**src/rtl/cpu_pkg.sv**
```systemverilog
// Shared CPU constants used by the decoder, the pipeline registers and the
// writeback/register-file block.
package cpu_pkg;

  localparam int DATA_W     = 16;
  localparam int REG_ADDR_W = 4;
  localparam int NUM_REGS   = 2 ** REG_ADDR_W;

  // Index of the register that reads as zero when hardwiring is enabled
  localparam logic [REG_ADDR_W-1:0] REG_ZERO = '0;

  // Width of the committed-write counter
  localparam int CNT_W = 16;

endpackage

```
**src/rtl/wb_regfile_if.sv**
```systemverilog
// Bundle of the MEM/WB inputs, the ID read ports, the debug port and the
// EX forwarding outputs of the writeback / register-file block.
interface wb_regfile_if #(
  parameter int DATA_W = cpu_pkg::DATA_W,
  parameter int ADDR_W = cpu_pkg::REG_ADDR_W
);

  // MEM/WB pipeline register outputs
  logic              i_mem_to_reg;
  logic              i_reg_write;
  logic [DATA_W-1:0] i_alu_result;
  logic [DATA_W-1:0] i_mem_data;
  logic [ADDR_W-1:0] i_rd;

  // ID-stage read ports
  logic [ADDR_W-1:0] i_rs1_addr;
  logic [ADDR_W-1:0] i_rs2_addr;
  logic [DATA_W-1:0] o_rs1_data;
  logic [DATA_W-1:0] o_rs2_data;

  // Debug read port (committed state only)
  logic [ADDR_W-1:0] i_dbg_addr;
  logic [DATA_W-1:0] o_dbg_data;

  // In-flight writeback for EX forwarding
  logic              o_wb_fwd_valid;
  logic [ADDR_W-1:0] o_wb_fwd_rd;
  logic [DATA_W-1:0] o_wb_fwd_data;

  // Committed-write counter
  logic [15:0]       o_wr_count;

  // The register-file block
  modport slave (
    input  i_mem_to_reg, i_reg_write, i_alu_result, i_mem_data, i_rd,
    input  i_rs1_addr, i_rs2_addr, i_dbg_addr,
    output o_rs1_data, o_rs2_data, o_dbg_data,
    output o_wb_fwd_valid, o_wb_fwd_rd, o_wb_fwd_data, o_wr_count
  );

  // The pipeline / ID side driving it
  modport master (
    output i_mem_to_reg, i_reg_write, i_alu_result, i_mem_data, i_rd,
    output i_rs1_addr, i_rs2_addr, i_dbg_addr,
    input  o_rs1_data, o_rs2_data, o_dbg_data,
    input  o_wb_fwd_valid, o_wb_fwd_rd, o_wb_fwd_data, o_wr_count
  );

endinterface

```
**src/rtl/regfile_2r1w.sv**
```systemverilog
// Flop-based register array: one synchronous write port, three raw
// combinational read ports (two for ID, one for debug), async clear.
module regfile_2r1w #(
  parameter int DATA_W = cpu_pkg::DATA_W,
  parameter int ADDR_W = cpu_pkg::REG_ADDR_W
) (
  input  logic              clk,
  input  logic              rst,
  input  logic              i_we,
  input  logic [ADDR_W-1:0] i_waddr,
  input  logic [DATA_W-1:0] i_wdata,
  input  logic [ADDR_W-1:0] i_raddr_a,
  input  logic [ADDR_W-1:0] i_raddr_b,
  input  logic [ADDR_W-1:0] i_raddr_c,
  output logic [DATA_W-1:0] o_rdata_a,
  output logic [DATA_W-1:0] o_rdata_b,
  output logic [DATA_W-1:0] o_rdata_c
);

  localparam int DEPTH = 2 ** ADDR_W;

  logic [DATA_W-1:0] r_regs [DEPTH];

  // Commit one register per cycle; reset clears the whole array at once
  // NOTE: this array is small discrete flops, so a full async clear is
  // cheap and required; a RAM macro would not allow resetting its contents.
  always_ff @(posedge clk or posedge rst) begin
    if (rst) begin
      for (int i = 0; i < DEPTH; i++) r_regs[i] <= '0;
    end else if (i_we) begin
      r_regs[i_waddr] <= i_wdata;
    end
  end

  assign o_rdata_a = r_regs[i_raddr_a];
  assign o_rdata_b = r_regs[i_raddr_b];
  assign o_rdata_c = r_regs[i_raddr_c];

endmodule

```
**src/rtl/wb_regfile.sv**
```systemverilog
// Writeback stage: selects ALU or load data, commits it to the register
// file, serves bypassed ID reads, exports the writeback for EX forwarding
// and counts committed writes.
module wb_regfile #(
  parameter int DATA_W  = cpu_pkg::DATA_W,
  parameter int ADDR_W  = cpu_pkg::REG_ADDR_W,
  parameter bit R0_ZERO = 1'b1
) (
  input logic         clk,
  input logic         rst,
  wb_regfile_if.slave bus
);

  import cpu_pkg::*;

  logic [DATA_W-1:0] w_wb_data;
  logic              w_we;
  logic              w_bypass_en;
  logic [DATA_W-1:0] w_raw_rs1;
  logic [DATA_W-1:0] w_raw_rs2;
  logic [DATA_W-1:0] w_raw_dbg;
  logic [CNT_W-1:0]  r_wr_count;

  function automatic logic is_zero_reg(input logic [ADDR_W-1:0] addr);
    return R0_ZERO && (addr == ADDR_W'(REG_ZERO));
  endfunction

  assign w_wb_data = bus.i_mem_to_reg ? bus.i_mem_data : bus.i_alu_result;

  // Writes to a hardwired r0 are dropped entirely (not stored, not counted)
  assign w_we = bus.i_reg_write && !is_zero_reg(bus.i_rd);

  // A write held off by reset never commits, so it must not be bypassed
  assign w_bypass_en = w_we && !rst;

  regfile_2r1w #(
    .DATA_W (DATA_W),
    .ADDR_W (ADDR_W)
  ) u_array (
    .clk       (clk),
    .rst       (rst),
    .i_we      (w_we),
    .i_waddr   (bus.i_rd),
    .i_wdata   (w_wb_data),
    .i_raddr_a (bus.i_rs1_addr),
    .i_raddr_b (bus.i_rs2_addr),
    .i_raddr_c (bus.i_dbg_addr),
    .o_rdata_a (w_raw_rs1),
    .o_rdata_b (w_raw_rs2),
    .o_rdata_c (w_raw_dbg)
  );

  // Read ports: r0 masking first, then same-cycle write-through, then array
  // NOTE: every output gets a default before the conditions, so no path
  // leaves it unassigned and no latch is inferred.
  always_comb begin
    bus.o_rs1_data = w_raw_rs1;
    bus.o_rs2_data = w_raw_rs2;
    bus.o_dbg_data = w_raw_dbg;
    if (is_zero_reg(bus.i_rs1_addr))                           bus.o_rs1_data = '0;
    else if (w_bypass_en && (bus.i_rs1_addr == bus.i_rd))      bus.o_rs1_data = w_wb_data;
    if (is_zero_reg(bus.i_rs2_addr))                           bus.o_rs2_data = '0;
    else if (w_bypass_en && (bus.i_rs2_addr == bus.i_rd))      bus.o_rs2_data = w_wb_data;
    if (is_zero_reg(bus.i_dbg_addr))                           bus.o_dbg_data = '0;
  end

  // Forwarding outputs are zeroed when no real write is in flight
  assign bus.o_wb_fwd_valid = w_we;
  assign bus.o_wb_fwd_rd    = w_we ? bus.i_rd  : '0;
  assign bus.o_wb_fwd_data  = w_we ? w_wb_data : '0;

  // Count committed writes; wraps naturally at 2^16
  // NOTE: sequential state uses non-blocking assignment so every flop
  // samples pre-edge values, independent of block ordering.
  always_ff @(posedge clk or posedge rst) begin
    if (rst)       r_wr_count <= '0;
    else if (w_we) r_wr_count <= r_wr_count + 1'b1;
  end

  assign bus.o_wr_count = r_wr_count;

endmodule

```
**src/flat_wrapper.sv**
```systemverilog
// flat-port wrapper written by rule: the top's interface ports become plain ports
module wb_regfile_flat import cpu_pkg::*;
#(
  parameter int DATA_W  = cpu_pkg::DATA_W,
  parameter int ADDR_W  = cpu_pkg::REG_ADDR_W,
  parameter bit R0_ZERO = 1'b1
)
  (clk, rst, bus_i_mem_to_reg, bus_i_reg_write, bus_i_alu_result, bus_i_mem_data, bus_i_rd, bus_i_rs1_addr, bus_i_rs2_addr, bus_i_dbg_addr, bus_o_rs1_data, bus_o_rs2_data, bus_o_dbg_data, bus_o_wb_fwd_valid, bus_o_wb_fwd_rd, bus_o_wb_fwd_data, bus_o_wr_count);
  wb_regfile_if #(.DATA_W(DATA_W), .ADDR_W(ADDR_W)) bus_i ();
  input logic clk;
  input logic rst;
  input wire logic [$bits(bus_i.i_mem_to_reg)-1:0] bus_i_mem_to_reg;
  input wire logic [$bits(bus_i.i_reg_write)-1:0] bus_i_reg_write;
  input wire logic [$bits(bus_i.i_alu_result)-1:0] bus_i_alu_result;
  input wire logic [$bits(bus_i.i_mem_data)-1:0] bus_i_mem_data;
  input wire logic [$bits(bus_i.i_rd)-1:0] bus_i_rd;
  input wire logic [$bits(bus_i.i_rs1_addr)-1:0] bus_i_rs1_addr;
  input wire logic [$bits(bus_i.i_rs2_addr)-1:0] bus_i_rs2_addr;
  input wire logic [$bits(bus_i.i_dbg_addr)-1:0] bus_i_dbg_addr;
  output wire logic [$bits(bus_i.o_rs1_data)-1:0] bus_o_rs1_data;
  output wire logic [$bits(bus_i.o_rs2_data)-1:0] bus_o_rs2_data;
  output wire logic [$bits(bus_i.o_dbg_data)-1:0] bus_o_dbg_data;
  output wire logic [$bits(bus_i.o_wb_fwd_valid)-1:0] bus_o_wb_fwd_valid;
  output wire logic [$bits(bus_i.o_wb_fwd_rd)-1:0] bus_o_wb_fwd_rd;
  output wire logic [$bits(bus_i.o_wb_fwd_data)-1:0] bus_o_wb_fwd_data;
  output wire logic [$bits(bus_i.o_wr_count)-1:0] bus_o_wr_count;
  assign bus_i.i_mem_to_reg = bus_i_mem_to_reg;
  assign bus_i.i_reg_write = bus_i_reg_write;
  assign bus_i.i_alu_result = bus_i_alu_result;
  assign bus_i.i_mem_data = bus_i_mem_data;
  assign bus_i.i_rd = bus_i_rd;
  assign bus_i.i_rs1_addr = bus_i_rs1_addr;
  assign bus_i.i_rs2_addr = bus_i_rs2_addr;
  assign bus_i.i_dbg_addr = bus_i_dbg_addr;
  assign bus_o_rs1_data = bus_i.o_rs1_data;
  assign bus_o_rs2_data = bus_i.o_rs2_data;
  assign bus_o_dbg_data = bus_i.o_dbg_data;
  assign bus_o_wb_fwd_valid = bus_i.o_wb_fwd_valid;
  assign bus_o_wb_fwd_rd = bus_i.o_wb_fwd_rd;
  assign bus_o_wb_fwd_data = bus_i.o_wb_fwd_data;
  assign bus_o_wr_count = bus_i.o_wr_count;
  wb_regfile #(.DATA_W(DATA_W), .ADDR_W(ADDR_W), .R0_ZERO(R0_ZERO)) u_core (.clk(clk), .rst(rst), .bus(bus_i));
endmodule
```
**config.mk**
```make
export PLATFORM = sky130hd
export DESIGN_NAME = wb_regfile_flat
export DESIGN_NICKNAME = d
export VERILOG_FILES = /design/src/rtl/cpu_pkg.sv /design/src/rtl/wb_regfile_if.sv /design/src/rtl/regfile_2r1w.sv /design/src/rtl/wb_regfile.sv /design/src/flat_wrapper.sv
export SDC_FILE = /design/constraint.sdc
export NUM_CORES = 1
export LEC_CHECK = 0
export ABC_CLOCK_PERIOD_IN_PS = 11040
export CORE_ASPECT_RATIO = 1.5
export CORE_MARGIN = 2
export CORE_UTILIZATION = 40
export DETAILED_ROUTE_END_ITERATION = 10
export MAX_ROUTING_LAYER = met4
export PLACE_DENSITY = 0.64
export SYNTH_ARGS = -nofsm -noshare
export SYNTH_HDL_FRONTEND = slang
export SYNTH_SLANG_ARGS = --single-unit
```
**constraint.sdc**
```tcl
create_clock -name clk -period 11.04 [get_ports clk]
set_input_delay 2.208 -clock clk [delete_from_list [all_inputs] [get_ports clk]]
set_output_delay 2.208 -clock clk [all_outputs]
set_load 0.02 [all_outputs]
```
Yosys cells after proc, flatten, opt, wreduce, memory -nomap -nowiden
Index checks and enable logic that the tools add are counted.
W data, S select, Z words.

operators by class
  add/sub/neg operators = 1
  order comparisons = 5
  equality and inequality tests = 2
  mux-type cells = 20
  bitwise operators = 4
  reduce and logical (&&, ||, !) cells = 11

operators by type and width
  kind                     number
  $bwmux W256              1
  $mux W16                 14
  $bmux W16 S4             3
  $demux W16 S4            1
  $ge A5 B5 Y1 const B     4
  $not A4 Y5               4
  $add A16 B1 Y16 const B  1
  $logic_not A4 Y1         4
  $eq A4 B4 Y1             2
  $logic_and A1 B1 Y1      5
  $lt A5 B1 Y1 const B     1
  $mux W4                  1
  $logic_not A1 Y1         2

storage, ports and cells
  register bits = 272
  input port bits = 52
  word-level logic and storage cells = 60

Longest topological paths before layout
  depth after elaboration = 7
  depth in mapped cells = 9

Modules after synthesis
A second synthesis with hierarchy kept.

second synthesis, totals
  cell total of the unflattened synthesis = 1234
  area, all modules = 17070.1 um^2

modules (own cells, without submodules)
  module        times used  cells each  area an instance (um^2)  sequential area each (um^2)
  regfile_2r1w  1           986         15238.4                  6406.1
  wb_regfile    1           248         1831.8                   400.4

Worst setup path before layout
No wires, ideal clock.

  path type = in2out
  from = input port bus_i_rd[0]
  to = output port bus_o_rs2_data[11]
  arrival = 3.863 ns
  setup slack = 4.969 ns
  stages on the path = 7
  buffers on the path = 2
  path through = buf_2 o41ai_4 nor2_2 nand2_1 buf_2 nor2_1 a211oi_1

between the ends
  cells in the longest elaborated chain, start to end = 7
  elaborated cells on any way between the ends = 8
  those cells by class = eq/ne: 1; mux: 2; reduce/logical: 5

RTL lines
  element                line                source
  from (decl)            flat_wrapper.sv:16  input wire logic [$bits(bus_i.i_rd)-1:0] bus_i_rd;
  $logic_not A4 Y1       wb_regfile.sv:25    return R0_ZERO && (addr == ADDR_W'(REG_ZERO));
  $logic_not A1 Y1       wb_regfile.sv:31    assign w_we = bus.i_reg_write && !is_zero_reg(bus.i_rd);
  $logic_and A1 B1 Y1    wb_regfile.sv:31
  $logic_and A1 B1 Y1    wb_regfile.sv:34    assign w_bypass_en = w_we && !rst;
  $logic_and A1 B1 Y1 *  wb_regfile.sv:63    else if (w_bypass_en && (bus.i_rs2_addr == bus.i_rd)) bus.o_rs2_data = w_wb_data;
  $mux W16 *             wb_regfile.sv:63
  $mux W16 *             wb_regfile.sv:62    if (is_zero_reg(bus.i_rs2_addr)) bus.o_rs2_data = '0;
  to (decl)              flat_wrapper.sv:21  output wire logic [$bits(bus_i.o_rs2_data)-1:0] bus_o_rs2_data;

Mark *: on every way between the ends. The rest lies on a longest branch, timed or not.

Worst setup path after layout
  from = input port bus_i_rs1_addr[3]
  to = output port bus_o_rs1_data[3]

between the ends
  cells in the longest elaborated chain, start to end = 6
  elaborated cells on any way between the ends = 9
  those cells by class = eq/ne: 1; mux: 5; bitwise: 1; reduce/logical: 2

RTL lines
  element                                      line                source
  from (decl)                                  flat_wrapper.sv:17  input wire logic [$bits(bus_i.i_rs1_addr)-1:0] bus_i_rs1_addr;
  $not A4 Y5 (implied by the code)             regfile_2r1w.sv:35  assign o_rdata_a = r_regs[i_raddr_a];
  $bmux W16 S4                                 regfile_2r1w.sv:35
  $mux W16 (implied by the code) (2 in a row)  regfile_2r1w.sv:35
  $mux W16                                     wb_regfile.sv:61    else if (w_bypass_en && (bus.i_rs1_addr == bus.i_rd)) bus.o_rs1_data = w_wb_data;
  $mux W16 *                                   wb_regfile.sv:60    if (is_zero_reg(bus.i_rs1_addr)) bus.o_rs1_data = '0;
  to (decl)                                    flat_wrapper.sv:20  output wire logic [$bits(bus_i.o_rs1_data)-1:0] bus_o_rs1_data;

Mark *: on every way between the ends. The rest lies on a longest branch, timed or not. The select of a mux whose other input is x is not followed.

==> results.toml <==
[route]
detail_route.iter0.violations = 1377
route.detailed.vias_per_inst = 6.22
ant_nets = 0
remaining_drc_errors = 0
detail_route.wirelength_um = 56200
route.vias.total = 13500
drt-wirelength-per-cell_um = 25.9
drt_first_pass_iters = 5

[finish]
share_of_layout_cells_above_drive_strength_1_pct = 20.0
num-nets-final = 1638
area_delta_synth_final_pct = 16.0
instances_no_fill = 2167
area_of_combinational_cells_with_multiple_inputs_um2 = 9130
num-fill-cells = 3854
area.sequential_um2 = 6810
end_of_flow_core_utilization_pct = 47.0

[placed_design]
io_buffers = 136
dp.cells = 2112
place_hpwl_um = 35400
gpl.final_weighted_congestion = 0.882

[timing]
layout_worst_path_cycle_share_pct = 75.9
fin_worst_hold_slack_ns = 0.424
number_of_setup_violations_in_the_final_report = 0
hold_viol = 0
fin_crit_ns = 8.38
skew_ns = 0.00745
maxSlewViolCount = 0
grt_setup_unrepaired = "no"
tightestPinTransition_ns = 1.13
max_freq_ghz = 0.119
timing.max_slew.rel_slack_pct = 25.0
final.setup.tns_ns = 0

[critical_path]
arrival_ns = 6.17
regToRegEndpoint = "u_core.bus.o_wr_count[14]"
rr_startpoint = "u_core.bus.o_wr_count[0]"
worst_setup_path_end_kind = "output port"
cp-startpoint = "bus_i_rs1_addr[3]"
critical_path_class = "primary input to output port"
cp-start-kind = "primary input"
worst_r2r_path_depth = 5
r2r_slack_ns = 9.39
critical_path_required_ns = 8.83
worst-path-max-fanout = 22

[floorplan]
num_io_pins = 137
initial_core_util_pct = 40.6
fp-row-count = 91
floorplan.die.height_um = 254
chipWidth_um = 171
dieArea_um2 = 43500
area_of_the_core_um2 = 41200

[clocking]
post-cts-setup-buffers = 0
clock-root-buffer = "clkbuf_16"
clock_path_buffers = 3
ctsResizeCount = 0
h_tree_levels = 1
cts_made_buffers = 29
clk_pin_slew_worst_paths_ns = 0.06
worstSkewPairLatency_ns = 0.58
clock-sinks = 272
cts_tree = "done"
postCtsHoldBufs = 0

[logic_synthesis]
synth-edff-count = 0
synthMostInstantiatedCell = "dfrtp_1"
synth_area_leader_cell = "dfrtp_1"
synth-seq-cells = 272
netlist_instances = 1539
dominantRegCellSynth = "dfrtp_1"
synth_cell_types = 40
post_syn_nets = 1592
syn-cell-area_um2 = 16700
share_of_yosys_cell_area_claimed_by_the_top_area_cell_type_pct = 40.7
ys_top_cells_by_area = "dfrtp_1, mux4_2, a21oi_1, nor2_1, mux2i_1"
asyncSetResetFlopFracSynth_pct = 100
most_common_library_cells_after_synthesis = "dfrtp_1, nor2_1, a21oi_1"
synth-seq-area-share_pct = 40.7
synth-warning-count = 0
synthesized_area_per_cell_um2 = 10.9

[worst_hold_path]
min_path_type = "flop to flop"
holdPathStages = 0
hold_start = "u_core.u_array.r_regs[255]"
min_delay_worst_endpoint = "u_core.u_array.r_regs[255]"

[grt]
number_of_global_route_vias_before_repair = 13400
grt_start_max_net_pins = 116
wire_length_of_the_first_global_routing_pass_um = 84400
grt_antenna_before_repair = 1
track_usage_pct = 26.9
grt-ovfl-total = 0

[power_and_ir_drop]
cellPowerDensity_nw_per_um2 = 185
power_leakage_nw = 7.76
finalPower_mw = 3.58
ir_worst_vdd_mv = 0.113

[job]
cap_viol_max_count = 0

[outcome]
outcome = "completed"
## power by group
group / switching, mW / internal (mW)
Combinational: 0.499 / 0.558
Sequential: 0.231 / 1.22
Clock: 0.441 / 0.631
Total: 1.17 / 2.41
## flip-flops by register name (all words and copies together) (netlist names)
| name | cells |
|---|---|
| u_core.bus.o_wr_count | 16 |
| u_core.u_array.r_regs | 256 |
## logic make-up (layout without fill, tap and decap cells)
logic type	count (synthesis)	count (layout)	share of synthesized area (%)
AOI/OAI and AO/OA	409	409	14.8
and+or+nand+nor	393	393	10.1
DFF	272	272	40.7
muxes	264	264	28.1
buffers and inverters	177	246	4.99
xor gates and xnor gates	23	23	1.21
adders and majority gates	1	1	0.0748
other	0	1	0
## per-stage QoR
step	setup slack [ns]	area, um^2
3_5_place_dp	2.71	18300
6_report	2.66	19400
5_1_grt	2.55	19400
4_1_cts	2.71	19400
3_3_place_gp	2.84	18300
2_1_floorplan	1.34	16700
## metal layers
layer	vias up	routed length, um	global-route usage, %
met5	-	0	-
li1	5830	-	-
met2	693	27600	43.2
met3	157	3910	3.29
met4	0	2980	13.2
met1	6809	21800	33.7
## cell type report
cell class / count / area share, %
inverters: 9 / 0.213
flip-flops and latches: 272 / 35.1
diodes: 1 / 0.0129
multi-input cells: 1090 / 47.1
clock buffers: 39 / 4.35
well taps: 558 / 3.60
repair buffers: 183 / 8.61
clock inverters: 15 / 1.01
## worst max-delay path, cell delays in order
cell and delay (ns):
clkdlybuf4s50_1 0.87, buf_4 0.32, xor2_1 0.10, nor4_2 0.43
nand2_1 0.74, nand2b_1 0.66, o22ai_1 0.22, clkdlybuf4s50_1 0.60
## worst max-delay path by stage
| stage | to | slack, ns | cells after the start |
|---|---|---|---|
| 4_1_cts | bus_o_rs1_data[5] | 2.71 | 8 |
| 2_1_floorplan | u_core.bus.o_wr_count[0] | 1.34 | 1 |
| 5_1_grt | bus_o_rs1_data[3] | 2.55 | 8 |
| 6_report | bus_o_rs1_data[3] | 2.66 | 8 |
| 3_5_place_dp | bus_o_rs1_data[5] | 2.71 | 8 |
| 3_3_place_gp | bus_o_rs1_data[5] | 2.84 | 8 |
## cells in the final DEF, fill, tap and decap left out, types with 37 or more instances in the layout
| master | instances |
|---|---|
| dfrtp_1 | 272 |
| nor2_1 | 207 |
| a21oi_1 | 168 |
| mux4_2 | 141 |
| clkdlybuf4s50_1 | 125 |
| o21ai_0 | 97 |
| nand2_1 | 93 |
| mux2i_1 | 66 |
| a211oi_1 | 59 |
| buf_4 | 51 |
| mux2_2 | 37 |
Power figures use the tool's default switching activity.
